`src/rtl/mul_share_pkg.sv`:
```
// Shared definitions for the two-requester shared shift-add multiplier:
// controller state encoding and default operand width.
package mul_share_pkg;

   localparam int MUL_WIDTH_DEFAULT = 16;

   typedef enum logic [1:0] {
      ST_IDLE = 2'd0,
      ST_RUN  = 2'd1,
      ST_DONE = 2'd2
   } state_e;

endpackage

```
`src/rtl/mul_shift_add_core.sv`:
```
// Sequential shift-add multiplier datapath. It works on operand magnitudes and
// applies the sign to the product as the product is registered.
module mul_shift_add_core #(
   parameter int WIDTH = 16
) (
   input  logic               clk_i,
   input  logic               rst_i,
   input  logic               load_i,
   input  logic               step_i,
   input  logic               finish_i,
   input  logic [WIDTH-1:0]   a_i,
   input  logic [WIDTH-1:0]   b_i,
   input  logic               signed_i,
   output logic [2*WIDTH-1:0] result_o
);

   logic [WIDTH-1:0]   mcand_q, mcand_d;
   logic [2*WIDTH-1:0] acc_q, acc_d;
   logic [2*WIDTH-1:0] result_q, result_d;
   logic               neg_q, neg_d;
   logic [WIDTH:0]     sum_s;
   logic [2*WIDTH-1:0] step_acc_s;

   function automatic logic [WIDTH-1:0] magnitude(input logic [WIDTH-1:0] v, input logic sgn);
      if (sgn && v[WIDTH-1]) begin
         magnitude = -v;
      end else begin
         magnitude = v;
      end
   endfunction

   // Next-state datapath: load, one shift-add step, product capture
   always_comb begin
      mcand_d    = mcand_q;
      acc_d      = acc_q;
      neg_d      = neg_q;
      result_d   = result_q;
      // Upper accumulator half plus carry; the multiplier drains out of the lower half.
      sum_s      = {1'b0, acc_q[2*WIDTH-1:WIDTH]}
                   + (acc_q[0] ? {1'b0, mcand_q} : {(WIDTH+1){1'b0}});
      step_acc_s = {sum_s, acc_q[WIDTH-1:1]};
      if (load_i) begin
         mcand_d = magnitude(a_i, signed_i);
         acc_d   = {{WIDTH{1'b0}}, magnitude(b_i, signed_i)};
         neg_d   = signed_i & (a_i[WIDTH-1] ^ b_i[WIDTH-1]) & (|a_i) & (|b_i);
      end else if (step_i) begin
         acc_d = step_acc_s;
         if (finish_i) begin
            result_d = neg_q ? -step_acc_s : step_acc_s;
         end else begin
            result_d = result_q;
         end
      end else begin
         acc_d = acc_q;
      end
   end

   // Datapath registers
   always_ff @(posedge clk_i or posedge rst_i) begin
      if (rst_i) begin
         mcand_q  <= '0;
         acc_q    <= '0;
         neg_q    <= 1'b0;
         result_q <= '0;
      end else begin
         mcand_q  <= mcand_d;
         acc_q    <= acc_d;
         neg_q    <= neg_d;
         result_q <= result_d;
      end
   end

   assign result_o = result_q;

endmodule

```
`src/rtl/mul_share_ctrl.sv`:
```
// Two-requester round-robin front end for a shared shift-add multiplier:
// grant/handshake, FSM, step counter and done pulses.
module mul_share_ctrl
   import mul_share_pkg::*;
#(
   parameter int WIDTH = MUL_WIDTH_DEFAULT
) (
   input  logic             Clock,
   input  logic             Reset,
   input  logic             iReq0,
   input  logic             iReq1,
   input  logic [WIDTH-1:0] iA0,
   input  logic [WIDTH-1:0] iB0,
   input  logic [WIDTH-1:0] iA1,
   input  logic [WIDTH-1:0] iB1,
   input  logic             iSigned0,
   input  logic             iSigned1,
   output logic             oReady0,
   output logic             oReady1,
   output logic             oDone0,
   output logic             oDone1,
   output logic [WIDTH-1:0] oResultLow,
   output logic [WIDTH-1:0] oResultHigh,
   output logic             oBusy
);

   localparam int CW = $clog2(WIDTH);

   state_e             state_q, state_d;
   logic               ptr_q, ptr_d;
   logic               owner_q, owner_d;
   logic [CW-1:0]      cnt_q, cnt_d;
   logic               grant0_s, grant1_s, xfer_s, last_step_s;
   logic [WIDTH-1:0]   sel_a_s, sel_b_s;
   logic               sel_signed_s;
   logic [2*WIDTH-1:0] product_s;

   // Round-robin arbitration, only while idle
   always_comb begin
      grant0_s = 1'b0;
      grant1_s = 1'b0;
      if (state_q == ST_IDLE) begin
         grant0_s = iReq0 & (~iReq1 | ~ptr_q);
         grant1_s = iReq1 & (~iReq0 | ptr_q);
      end else begin
         grant0_s = 1'b0;
         grant1_s = 1'b0;
      end
   end

   assign xfer_s       = grant0_s | grant1_s;
   assign last_step_s  = (state_q == ST_RUN) && (cnt_q == CW'(WIDTH - 1));
   assign sel_a_s      = grant1_s ? iA1 : iA0;
   assign sel_b_s      = grant1_s ? iB1 : iB0;
   assign sel_signed_s = grant1_s ? iSigned1 : iSigned0;

   // FSM next state, step counter, owner and pointer updates
   always_comb begin
      state_d = state_q;
      ptr_d   = ptr_q;
      owner_d = owner_q;
      cnt_d   = cnt_q;
      case (state_q)
         ST_IDLE: begin
            if (xfer_s) begin
               state_d = ST_RUN;
               owner_d = grant1_s;
               cnt_d   = '0;
            end else begin
               state_d = ST_IDLE;
            end
         end
         ST_RUN: begin
            if (last_step_s) begin
               state_d = ST_DONE;
               cnt_d   = '0;
            end else begin
               cnt_d = cnt_q + {{(CW-1){1'b0}}, 1'b1};
            end
         end
         ST_DONE: begin
            state_d = ST_IDLE;
            ptr_d   = ~owner_q;
         end
         default: begin
            state_d = ST_IDLE;
            cnt_d   = '0;
         end
      endcase
   end

   // Control registers
   always_ff @(posedge Clock or posedge Reset) begin
      if (Reset) begin
         state_q <= ST_IDLE;
         ptr_q   <= 1'b0;
         owner_q <= 1'b0;
         cnt_q   <= '0;
      end else begin
         state_q <= state_d;
         ptr_q   <= ptr_d;
         owner_q <= owner_d;
         cnt_q   <= cnt_d;
      end
   end

   mul_shift_add_core #(.WIDTH(WIDTH)) u_core (
      .clk_i    (Clock),
      .rst_i    (Reset),
      .load_i   (xfer_s),
      .step_i   (state_q == ST_RUN),
      .finish_i (last_step_s),
      .a_i      (sel_a_s),
      .b_i      (sel_b_s),
      .signed_i (sel_signed_s),
      .result_o (product_s)
   );

   assign oReady0     = grant0_s;
   assign oReady1     = grant1_s;
   assign oDone0      = (state_q == ST_DONE) & ~owner_q;
   assign oDone1      = (state_q == ST_DONE) & owner_q;
   assign oBusy       = (state_q != ST_IDLE);
   assign oResultLow  = product_s[WIDTH-1:0];
   assign oResultHigh = product_s[2*WIDTH-1:WIDTH];

endmodule

```
`config.mk`:
```
export PLATFORM = sky130hd
export DESIGN_NAME = mul_share_ctrl
export DESIGN_NICKNAME = d
export VERILOG_FILES = /design/src/rtl/mul_share_pkg.sv /design/src/rtl/mul_shift_add_core.sv /design/src/rtl/mul_share_ctrl.sv
export SDC_FILE = /design/constraint.sdc
export NUM_CORES = 1
export LEC_CHECK = 0
export ABC_AREA = 1
export BUFFER_PORTS_ARGS = -buffer_cell sky130_fd_sc_hd__buf_2
export CORE_MARGIN = 4
export CORE_UTILIZATION = 47
export CTS_CLUSTER_SIZE = 25
export DETAILED_ROUTE_END_ITERATION = 7
export HOLD_SLACK_MARGIN = 0.06
export MAX_ROUTING_LAYER = met4
export PLACE_DENSITY = 0.68
export SETUP_SLACK_MARGIN = 0.4
export SYNTH_ARGS = -nofsm -noshare
export SYNTH_HDL_FRONTEND = slang
export SYNTH_SLANG_ARGS = --single-unit
```
`constraint.sdc`:
```
create_clock -name Clock -period 3.1 [get_ports Clock]
set_input_delay 0.465 -clock Clock [delete_from_list [all_inputs] [get_ports Clock]]
set_output_delay 0.465 -clock Clock [all_outputs]
set_load 0.05 [all_outputs]
```
After elaboration in Yosys (flattened, before gate mapping) --
Index checks and enable logic that the tools add are counted.
Storage, ports and cells: flip-flop bits (word level) 89, latch bits 0, bits in writable memories 0, bits in read-only memories 0, bits of input ports 70, logic and storage cells 63, memories kept 0
Cells by class: $add $sub $neg 5, multipliers 0, div/mod/pow operators 0, $lt $le $gt $ge 0, eq/ne operators 5, shift-type cells 0, mux-type cells 17, bitwise logic cells 17, reductions and logical operators 11
Operators by type and width (number):
- $mux W32 | 3
- $mux W16 | 5
- $neg A16 Y16 | 2
- $neg A32 Y32 | 1
- $reduce_or A16 Y1 | 2
- $add A16 B17 Y17 | 1
- $pmux W4 S3 | 1
- $mux W4 | 2
- $and A1 B1 Y1 | 7
- $not A1 Y1 | 6
- $add A4 B1 Y4 const B | 1
- $eq A4 B4 Y1 const B | 1
- $mux W1 | 4
- $pmux W2 S2 | 1
- $reduce_and A2 Y1 | 2
- $reduce_bool A2 Y1 | 2
- $logic_and A1 B1 Y1 | 3
- $or A1 B1 Y1 | 3
- $reduce_and A3 Y1 | 1
- $eq A2 B1 Y1 const B | 1
- $eq A2 B2 Y1 const B | 1
- $logic_not A2 Y1 | 1
- $mux W2 | 1
- $ne A2 B1 Y1 const B | 1
- other kinds (2) | 2

Longest topological paths before layout --
word-level depth 9, mapped depth 22, mapped depth without buffers 20

By module --
A second synthesis with hierarchy kept.
Unflattened totals: cell total of the unflattened synthesis 981, area total of the unflattened synthesis 6522.5 sq um
By module, submodules not included:
- mul_shift_add_core | instances 1, cells each 824, area each 5666.7 sq um
- mul_share_ctrl | instances 1, cells each 157, area each 855.8 sq um

Least setup slack after synthesis --
Ideal clock, no wire load.
path type register to register, from register state_q[0], to register u_core.acc_q[11], setup time 0.121 ns, data arrival time 2.693 ns, data required time 2.979 ns, slack 0.286 ns, stages on the path, launching flop included 10, buffers on the path 1, period minus slack after synthesis 2.814 ns, path through dfrtp_1 -> nor2_4 -> inv_2 -> a211oi_1 -> inv_1 -> nand2_1 -> nor2_2 -> buf_2 -> a22oi_1 -> nand2_1
RTL lines:
- start: declaration | RTL line mul_share_ctrl.sv:29 | state_e state_q, state_d;
- start signal: assignment | RTL line mul_share_ctrl.sv:100 | state_q <= state_d;
- $logic_not A2 Y1 * | RTL line mul_share_ctrl.sv:42 | if (state_q == ST_IDLE) begin
- $mux W1 * | RTL line mul_share_ctrl.sv:42
- named net oReady0 | RTL line mul_share_ctrl.sv:18 | output logic oReady0,
- $or A1 B1 Y1 * | RTL line mul_share_ctrl.sv:51 | assign xfer_s = grant0_s | grant1_s;
- $mux W32 or $reduce_bool A2 Y1 (tied branches)
- end signal: assignment | RTL line mul_shift_add_core.sv:62 | acc_q <= '0;
- end signal: assignment | RTL line mul_shift_add_core.sv:67 | acc_q <= acc_d;
- end: declaration | RTL line mul_shift_add_core.sv:18 | logic [2*WIDTH-1:0] acc_q, acc_d;
The timed path passes the listed nets; every way through them passes the cells marked *. A chain may end at the register's enable or synchronous reset.

Worst setup path after layout --
from register u_core.acc_q[0], to register u_core.result_q[31] (netlist: u_core.result_o[31])
Between the ends: word-level cells in the longest chain between the ends 4
Ends and longest elaborated chain:
- $mux W16 * | RTL line mul_shift_add_core.sv:40 | + (acc_q[0] ? {1'b0, mcand_q} : {(WIDTH+1){1'b0}});
- $add A16 B17 Y17 * | RTL line mul_shift_add_core.sv:40
- $neg A32 Y32 | RTL line mul_shift_add_core.sv:49 | result_d = neg_q ? -step_acc_s : step_acc_s;
- $mux W32 * | RTL line mul_shift_add_core.sv:49
- end signal: assignment | RTL line mul_shift_add_core.sv:69 | result_q <= result_d;
- end: declaration | RTL line mul_shift_add_core.sv:19 | logic [2*WIDTH-1:0] result_q, result_d;
Every way passes the cells marked *; elsewhere a longest branch is shown, timed or not.

==> reports/metrics.cfg <==
[outcome]
outcome=complete, no violations

[layout]
final_cell_mix=nand2_1, inv_1, buf_2, dfrtp_1
syn2layout_area_growth_pct=15.8
final_nets=1190
finalNonFillerCells=1284
final_util_pct=55.6
drive_above_1_share_pct=17.8
layout_commonest_cell=nand2_1
antenna_cells=0

[placement]
place_inst=1265
io_buffers=106
place.gp.congestion=0.879
post-dp-hpwl_um=12800

[sta]
slew_headroom_pct=48.9
tns_ns=0
finClkSkew_ns=0.00941
rsz0062_at_grt=true
fin_crit_ns=2.52
setup_violations=0
hold_violations=0
max_freq_mhz=396
worst_pin_slew_ns=0.765
drv_slew=0
finalCritPeriodShare_pct=81.4

[grt]
grt_pass1_wl_um=27800
grt_remaining_overflow=0
antenna_found_initial=0
grt_usage_pct=21.3
grt_max_degree=90
grt_pass1_vias=5712

[worst_setup_path]
required_ns=3.34
timing.rr.start=u_core.acc_q[0]
critPathCaptureType=register
ff2ff_path_depth=15
critPathLaunchType=register
critPathMaxFanout=8
r2r_end=u_core.result_o[31]
rrSetupSlack_ns=0.58
crit_type=reg -> reg
cp.arrival_ns=2.76

[yosys]
synth_cells=1002
synth_edf_count=0
synth_area_leaders=dfrtp_1, nand2_1, inv_1
yosysSeqAreaShare_pct=33.4
synth_nets=1093
yosys.area.top_type=dfrtp_1
yosysWarnings=0
ys.flop_type=dfrtp_1
ys_seq_elements=89
ys_types=39
synth.avg_cell_area_sq_um=6.66
async_flop_share_pct=100
synthesis.area_sq_um=6670
synth_top_area_share_pct=33.4

[detailed_routing]
wl_per_cell_um=12.8
dr.pass1.iters=6
routed_wl_um=16500
vias_per_cell=4.96
drc_errors=0
drtIter0Drc=466
ant_nets=0
vias=6366

[floorplan]
die-area_sq_um=16200
fp.dieW_um=127
start_util_pct=48.1
io_pins=107
num_rows=43
coreArea_sq_um=13900
dieHeight_um=127

[pwr]
vdd_drop_max_mv=0.472
p_total_w=0.00850
cellLeakagePower_nw=4.21
power.density_nw_per_um2=1100

[clocking]
cts_buffer_depth=2
cts_tree=yes
cts_root_buf=clkbuf_16
htreeDepth=3
clk_pin_slew_ns=0.07
clock-sinks=89
clk_latency_ns=0.35
cts_made_buffers=9

[run]
cap_violations=0

[min_path]
hp-class=in -> async

## cell type report
| cell class | instances | area (sq um) |
|---|---|---|
| sequential | 89 | 2230 |
| timing repair buffer | 117 | 642 |
| clock inverter | 7 | 77.6 |
| multi-input combinational | 733 | 3760 |
| clock buffer | 9 | 225 |
| inverter | 149 | 563 |
| fill | 1393 | 6160 |
| tap | 180 | 225 |
## metal layers
layer | vias up | GRT usage (%) | wire (um) | share of wire (%)
li1 | 3368 | - | - | -
met2 | 171 | 30.4 | 6940 | 42
met4 | 0 | 6.31 | 274 | 1.7
met5 | - | - | 0 | 0
met3 | 24 | 2.09 | 823 | 5.0
met1 | 2803 | 32.0 | 8460 | 51
## cell families (layout without fill, tap and decap cells)
kind of cell | after synthesis | in the layout | synth area share [%]
simple gates | 532 | 532 | 33.8
buf+inv | 180 | 282 | 11.1
compound gates | 144 | 144 | 12.7
flops | 89 | 89 | 33.4
xor+xnor | 35 | 35 | 4.60
fa+ha+maj | 21 | 21 | 4.05
mux | 1 | 1 | 0.338
## flip-flops by register name (all words and copies together), names as in the netlist
signal	count
u_core.result_o	32
u_core.mcand_q	16
state_q	2
u_core.acc_q	32
u_core.neg_q	1
owner_q	1
ptr_q	1
cnt_q	4
## cell usage after synthesis, drive strengths merged (2+ instances only)
cell type and n:
o21ai 98, a31oi 2, xor2 25, o221ai 5, clkbuf 12, a21oi 18, nand3b 2, a22oi 9
nor3 5, buf 19, o31ai 4, xnor2 10, o211ai 3, nand2 346, nand3 69, ha 20
dfrtp 89, inv 149, and2 3, or2 4, nor2 85, nand4 18
## power breakdown
group | total, W | leakage [nW] | internal [W] | switching (W)
registers | 0.00221 | 1.07 | 0.00175 | 0.000460
logic | 0.00516 | 2.99 | 0.00163 | 0.00352
clock network | 0.00113 | 0.152 | 0.000635 | 0.000499
## per-stage QoR
stage	area (sq um)	hold slack (ns)	setup slack [ns]
floorplan	6680	0.449	0.441
global placement	7320	0.462	0.420
detailed placement	7320	0.467	0.362
CTS	7630	0.261	0.425
global route	7720	0.304	0.355
finish	7720	0.179	0.578
## how the worst max path moves through the flow
stage	depth (start not counted)	slack [ns]	from	to
2_1_floorplan	16	0.44	u_core.acc_q[0]	u_core.result_o[29]
3_3_place_gp	15	0.42	u_core.acc_q[0]	u_core.result_o[31]
3_5_place_dp	15	0.36	u_core.acc_q[0]	u_core.result_o[31]
4_1_cts	15	0.43	u_core.acc_q[0]	u_core.result_o[31]
5_1_grt	17	0.36	u_core.acc_q[0]	u_core.result_o[30]
6_report	15	0.58	u_core.acc_q[0]	u_core.result_o[31]
## worst max-delay path, stage by stage (launching register included)
cell and delay, ns:
dfrtp_2 0.46, nand2_1 0.08, inv_1 0.04, ha_2 0.20, fa_2 0.39, xor2_1 0.19
inv_1 0.11, nand3_1 0.11, nor2_2 0.12, nand3_2 0.09, nor2_2 0.16, nand3_1 0.12
nand2_2 0.12, nand3_1 0.08, nand3_1 0.09, nand2_1 0.05
## timing repair
| item | CTS | global route |
|---|---|---|
| setup buffers | 0 | 3 |
| pin swaps | 0 | 2 |
| hold buffers | 0 | 0 |
| setup endpoints to repair | 4 | 12 |
| resized for setup | 1 | 18 |
(Power assumes the default switching activity.)
